**src/rtl/asrs_fu_scheduler.sv**
```systemverilog
// Shared add/sub functional unit for three reservation stations: round-robin
// dispatch, fixed-latency execute, CDB request/broadcast with completion pulse.
module asrs_fu_scheduler #(
    parameter int unsigned LAT = 2
) (
    input  logic        CLK,
    input  logic        CLR,
    input  logic [2:0]  despacho,
    input  logic [47:0] Valor1,
    input  logic [47:0] Valor2,
    input  logic [8:0]  OP,
    input  logic [8:0]  ID_in,
    input  logic        cdb_grant,
    output logic [2:0]  confirma,
    output logic        fu_busy,
    output logic        cdb_req,
    output logic [18:0] CDB
);

    typedef enum logic [1:0] {
        IDLE     = 2'd0,
        EXEC     = 2'd1,
        WAIT_CDB = 2'd2,
        DONE     = 2'd3
    } state_t;

    state_t      state;
    logic [1:0]  sel;
    logic [1:0]  last;
    logic [2:0]  tag;
    logic [15:0] a;
    logic [15:0] b;
    logic [2:0]  op;
    logic [15:0] res;
    logic [2:0]  cnt;

    // Per-station slices; entry 3 is a dead slot so a 2-bit index never leaves the array.
    logic [15:0] v1_s [4];
    logic [15:0] v2_s [4];
    logic [2:0]  op_s [4];
    logic [2:0]  id_s [4];
    logic [3:0]  elig;

    assign v1_s[0] = Valor1[15:0];
    assign v1_s[1] = Valor1[31:16];
    assign v1_s[2] = Valor1[47:32];
    assign v1_s[3] = '0;
    assign v2_s[0] = Valor2[15:0];
    assign v2_s[1] = Valor2[31:16];
    assign v2_s[2] = Valor2[47:32];
    assign v2_s[3] = '0;
    assign op_s[0] = OP[2:0];
    assign op_s[1] = OP[5:3];
    assign op_s[2] = OP[8:6];
    assign op_s[3] = '0;
    assign id_s[0] = ID_in[2:0];
    assign id_s[1] = ID_in[5:3];
    assign id_s[2] = ID_in[8:6];
    assign id_s[3] = '0;

    always_comb begin
        elig = '0;
        for (int unsigned i = 0; i < 3; i++) begin
            elig[i] = despacho[i] && (id_s[i] != 3'b000);
        end
    end

    logic [1:0] p1;
    logic [1:0] p2;
    logic [1:0] win;
    logic       win_valid;

    // Priority rotates starting just after the last winner, wrapping mod 3.
    always_comb begin
        p1        = (last == 2'd2) ? 2'd0 : last + 2'd1;
        p2        = (p1 == 2'd2) ? 2'd0 : p1 + 2'd1;
        win       = p1;
        win_valid = 1'b1;
        if (elig[p1]) begin
            win = p1;
        end else if (elig[p2]) begin
            win = p2;
        end else if (elig[last]) begin
            win = last;
        end else begin
            win_valid = 1'b0;
        end
    end

    logic [15:0] alu_res;

    always_comb begin
        alu_res = (op == 3'b001) ? (a - b) : (a + b);
    end

    always_ff @(posedge CLK or negedge CLR) begin
        if (!CLR) begin
            state    <= IDLE;
            sel      <= '0;
            last     <= 2'd2;
            tag      <= '0;
            a        <= '0;
            b        <= '0;
            op       <= '0;
            res      <= '0;
            cnt      <= '0;
            confirma <= '0;
            fu_busy  <= 1'b0;
            cdb_req  <= 1'b0;
            CDB      <= '0;
        end else begin
            confirma <= '0;
            CDB      <= '0;
            case (state)
                IDLE: begin
                    if (win_valid) begin
                        sel     <= win;
                        last    <= win;
                        tag     <= id_s[win];
                        a       <= v1_s[win];
                        b       <= v2_s[win];
                        op      <= op_s[win];
                        cnt     <= 3'(LAT - 1);
                        state   <= EXEC;
                        fu_busy <= 1'b1;
                    end else begin
                        fu_busy <= 1'b0;
                    end
                    cdb_req <= 1'b0;
                end
                EXEC: begin
                    if (cnt != 3'd0) begin
                        cnt <= cnt - 3'd1;
                    end else begin
                        res     <= alu_res;
                        state   <= WAIT_CDB;
                        cdb_req <= 1'b1;
                    end
                end
                WAIT_CDB: begin
                    if (cdb_grant) begin
                        state    <= DONE;
                        cdb_req  <= 1'b0;
                        CDB      <= {tag, res};
                        confirma <= 3'b001 << sel;
                    end
                end
                DONE: begin
                    state   <= IDLE;
                    fu_busy <= 1'b0;
                end
                default: begin
                    state   <= IDLE;
                    fu_busy <= 1'b0;
                    cdb_req <= 1'b0;
                end
            endcase
        end
    end

    a_confirma_onehot: assert property (@(posedge CLK) disable iff (!CLR) $onehot0(confirma));
    a_cdb_only_with_confirma: assert property (@(posedge CLK) disable iff (!CLR)
        (CDB != '0) |-> (confirma != '0));

endmodule

```
**config.mk**
```make
export PLATFORM = sky130hd
export DESIGN_NAME = asrs_fu_scheduler
export DESIGN_NICKNAME = d
export VERILOG_FILES = /design/src/rtl/asrs_fu_scheduler.sv
export SDC_FILE = /design/constraint.sdc
export NUM_CORES = 1
export LEC_CHECK = 0
export BUFFER_PORTS_ARGS = -buffer_cell sky130_fd_sc_hd__buf_2
export CAP_MARGIN = 20
export CORE_MARGIN = 4
export CORE_UTILIZATION = 57
export DETAILED_ROUTE_END_ITERATION = 8
export GPL_TIMING_DRIVEN = 0
export PLACE_DENSITY_LB_ADDON = 0.3
export SLEW_MARGIN = 5
export SYNTH_ARGS = -nofsm -noshare
export SYNTH_HDL_FRONTEND = slang
export SYNTH_SLANG_ARGS = --single-unit
export TNS_END_PERCENT = 5
```
**constraint.sdc**
```tcl
create_clock -name CLK -period 5.5 [get_ports CLK]
set_clock_uncertainty 0.05 [all_clocks]
set_input_delay 0.275 -clock CLK [delete_from_list [all_inputs] [get_ports CLK]]
set_output_delay 0.275 -clock CLK [all_outputs]
set_load 0.02 [all_outputs]
```
==> impl_metrics.json <==
{
  "synth_nets": 672,
  "place_area_sq_mm": 0.00593,
  "maxSlewHeadroom_pct": 56.7,
  "end_kind": "flip-flop",
  "yosys.cell_types.count": 52,
  "crit_arrival_ps": 3670,
  "ctsHoldBuffers": 1,
  "finalInstanceArea_sq_mm": 0.00613,
  "hp-start": "Valor2[44]",
  "required_ps": 5660,
  "synth.area.mux_share_pct": 6.00,
  "slowest_delay_ps": 460,
  "drv_cap": 0,
  "yosys_warnings": 0,
  "routedWlPerCell_um": 16.7,
  "async_flop_share_pct": 100,
  "critical_path_peak_fanout": 10,
  "synth_area_sq_mm": 0.00505,
  "crit_chain": "nor3b_1 -> clkbuf_1 -> nor2_1 -> xnor2_1 -> ha_1 -> a211o_1 -> a22oi_1 -> o211ai_1 -> a211oi_1 -> mux2i_1 -> o21ai_0",
  "clk_latency_ps": 350,
  "grt_max_degree": 67,
  "ios": 144,
  "row_count": 34,
  "hold_viol": 0,
  "place.gp.congestion": 0.900,
  "num_vias": 4565,
  "synth-compound-area-share_pct": 24.4,
  "grt_pass1_wl_um": 21100,
  "crit_family": "compound AO/OA/AOI/OAI gates",
  "slowest_stage": "nor3b_1",
  "p_leak_nw": 3.11,
  "ant_nets": 0,
  "synthSimpleGateAreaFrac_pct": 12.5,
  "fmax_mhz": 285,
  "grt.total_usage_pct": 25.9,
  "ys_seq_area_share_pct": 42.7,
  "worst-setup-path-type": "reg -> reg",
  "initialDrtViolationCount": 216,
  "cts_tree": "done",
  "remaining_drc_errors": 0,
  "cts_buffer_depth": 2,
  "antenna_cells": 0,
  "area_growth_syn_to_layout_pct": 21.4,
  "status": "finished, final reports clean",
  "startpoint": "op[2]",
  "synth_cells": 529,
  "firstDrtPassIters": 4,
  "post_cts_resized": 0,
  "wl_um": 13400,
  "grt_pass1_vias": 4462,
  "fin_crit_sh_pct": 63.7,
  "synth-edff-count": 0,
  "slew_violations": 0,
  "pre_cts_ws_ps": 2090,
  "start_util_pct": 58.1,
  "die_width_um": 102,
  "rsz0062_at_grt": "no",
  "clk_pin_slew_ps": 80,
  "cp_num_buf_inv": 1,
  "hp-class": "in -> reg",
  "fin_nets": 828,
  "start_kind": "flip-flop",
  "tns_ps": 0,
  "clock_sinks": 86,
  "cts_setup_buffers": 0,
  "worst_slew_pin_slew_ps": 650,
  "setup_viol": 0,
  "cts_buffers": 9,
  "synth_top_family_by_area": "compound AO/OA/AOI/OAI gates",
  "synthFlopType": "dfrtp_1",
  "portBuffers": 143,
  "die_area_sq_mm": 0.0104,
  "synthAdderAreaFrac_pct": 5.85,
  "drive_gt1_share_pct": 25.4,
  "synth-seq-cells": 86,
  "vdd_drop_max_v": 0.000301,
  "fin_crit_ps": 3510,
  "via_per_inst": 5.72,
  "setup_slack_ps": 1990,
  "cts_root_buf": "clkbuf_8",
  "whs_ps": 104,
  "coreArea_sq_mm": 0.00868,
  "antenna_found_initial": 0,
  "rr_startpoint": "op[2]",
  "htree_levels": 3,
  "grt_overflow_total": 0,
  "p_per_area_mw_per_mm2": 636,
  "synth-xor-area-share_pct": 4.69,
  "dpl.hpwl_um": 10700,
  "die_height_um": 102,
  "syn_avg_cell_area_sq_um": 9.54,
  "finish.utilization_pct": 70.6
}
==> cells in the final DEF, fill, tap and decap left out, drive strengths merged, types with 6 or more instances in the layout <==
cell type  Yosys  routed
buf            7     151
dfrtp         85      85
a21oi         60      60
nand2         59      59
clkbuf        27      37
mux2i         28      28
o22ai         27      27
o21a          26      26
o21ai         24      24
ha            22      22
nor2          20      20
and3          20      20
xnor2         18      18
a221o         14      14
inv           13      14
xor2           9       9
a21o           6       6
o31ai          6       6
==> synth_stat cells, types with 13 or more instances <==
cell / count / area [sq um]
a21oi_1: 59 / 295
a221o_1: 14 / 140
and3_1: 20 / 125
clkbuf_1: 27 / 101
dfrtp_1: 85 / 2130
ha_1: 22 / 275
inv_1: 13 / 48.8
mux2i_1: 28 / 280
nand2_1: 59 / 221
nor2_1: 20 / 75.1
o21a_1: 26 / 195
o21ai_0: 23 / 115
o22ai_1: 27 / 169
xnor2_1: 18 / 158
==> final cells by class <==
cell class	instances	area, sq um
multi-input cells	396	2700
fillers	709	2550
flip-flops and latches	86	2150
repair buffers	145	756
plain buffers	34	149
well taps	108	135
clock buffers	10	128
clock inverters	6	61.3
inverters	13	48.8
==> final timing paths <==
kind	to	slack, ps	cells past startpoint
max	res[14]	1990	11
min	b[12]	100	2
max reg2reg	res[14]	1990	11
min reg2reg	res[7]	430	2
max in group asynchronous	last[1]	4490	3
min in group asynchronous	CDB[1]	290	2
==> stage by stage <==
step	power, mW	instances
4_1_cts	3.89	798
3_5_place_dp	3.44	781
2_1_floorplan	2.87	529
6_report	3.89	798
3_3_place_gp	3.35	780
5_1_grt	4.22	798
==> cell families after synthesis <==
kind of cell,count (synthesis)
adders and majority gates,23
xor gates and xnor gates,27
buffers and inverters,47
and+or+nand+nor,131
muxes,30
AOI/OAI and AO/OA,185
DFF,86
==> routing by layer <==
metal  wire length (um)  GRT usage (%)  vias up
met3                800           4.30       32
met4                505           11.9        0
met2               6450           44.0      170
met1               5610           32.2     2132
met5                  0              0        -
li1                   -              -     2231
==> registers in the layout (all words and copies together) (netlist names) <==
signal / cells
fu_busy: 1
cdb_req: 1
last: 1
state: 2
op: 3
a: 16
res: 16
confirma: 3
sel: 2
b: 16
tag: 3
cnt: 3
CDB: 19
==> power breakdown <==
part | internal (mW) | total (mW) | switching [mW]
clock | 0.209 | 0.430 | 0.221
combinational | 1.06 | 2.37 | 1.31
sequential | 0.886 | 1.09 | 0.208
total | 2.16 | 3.89 | 1.74
Power figures use the tool's default switching activity.
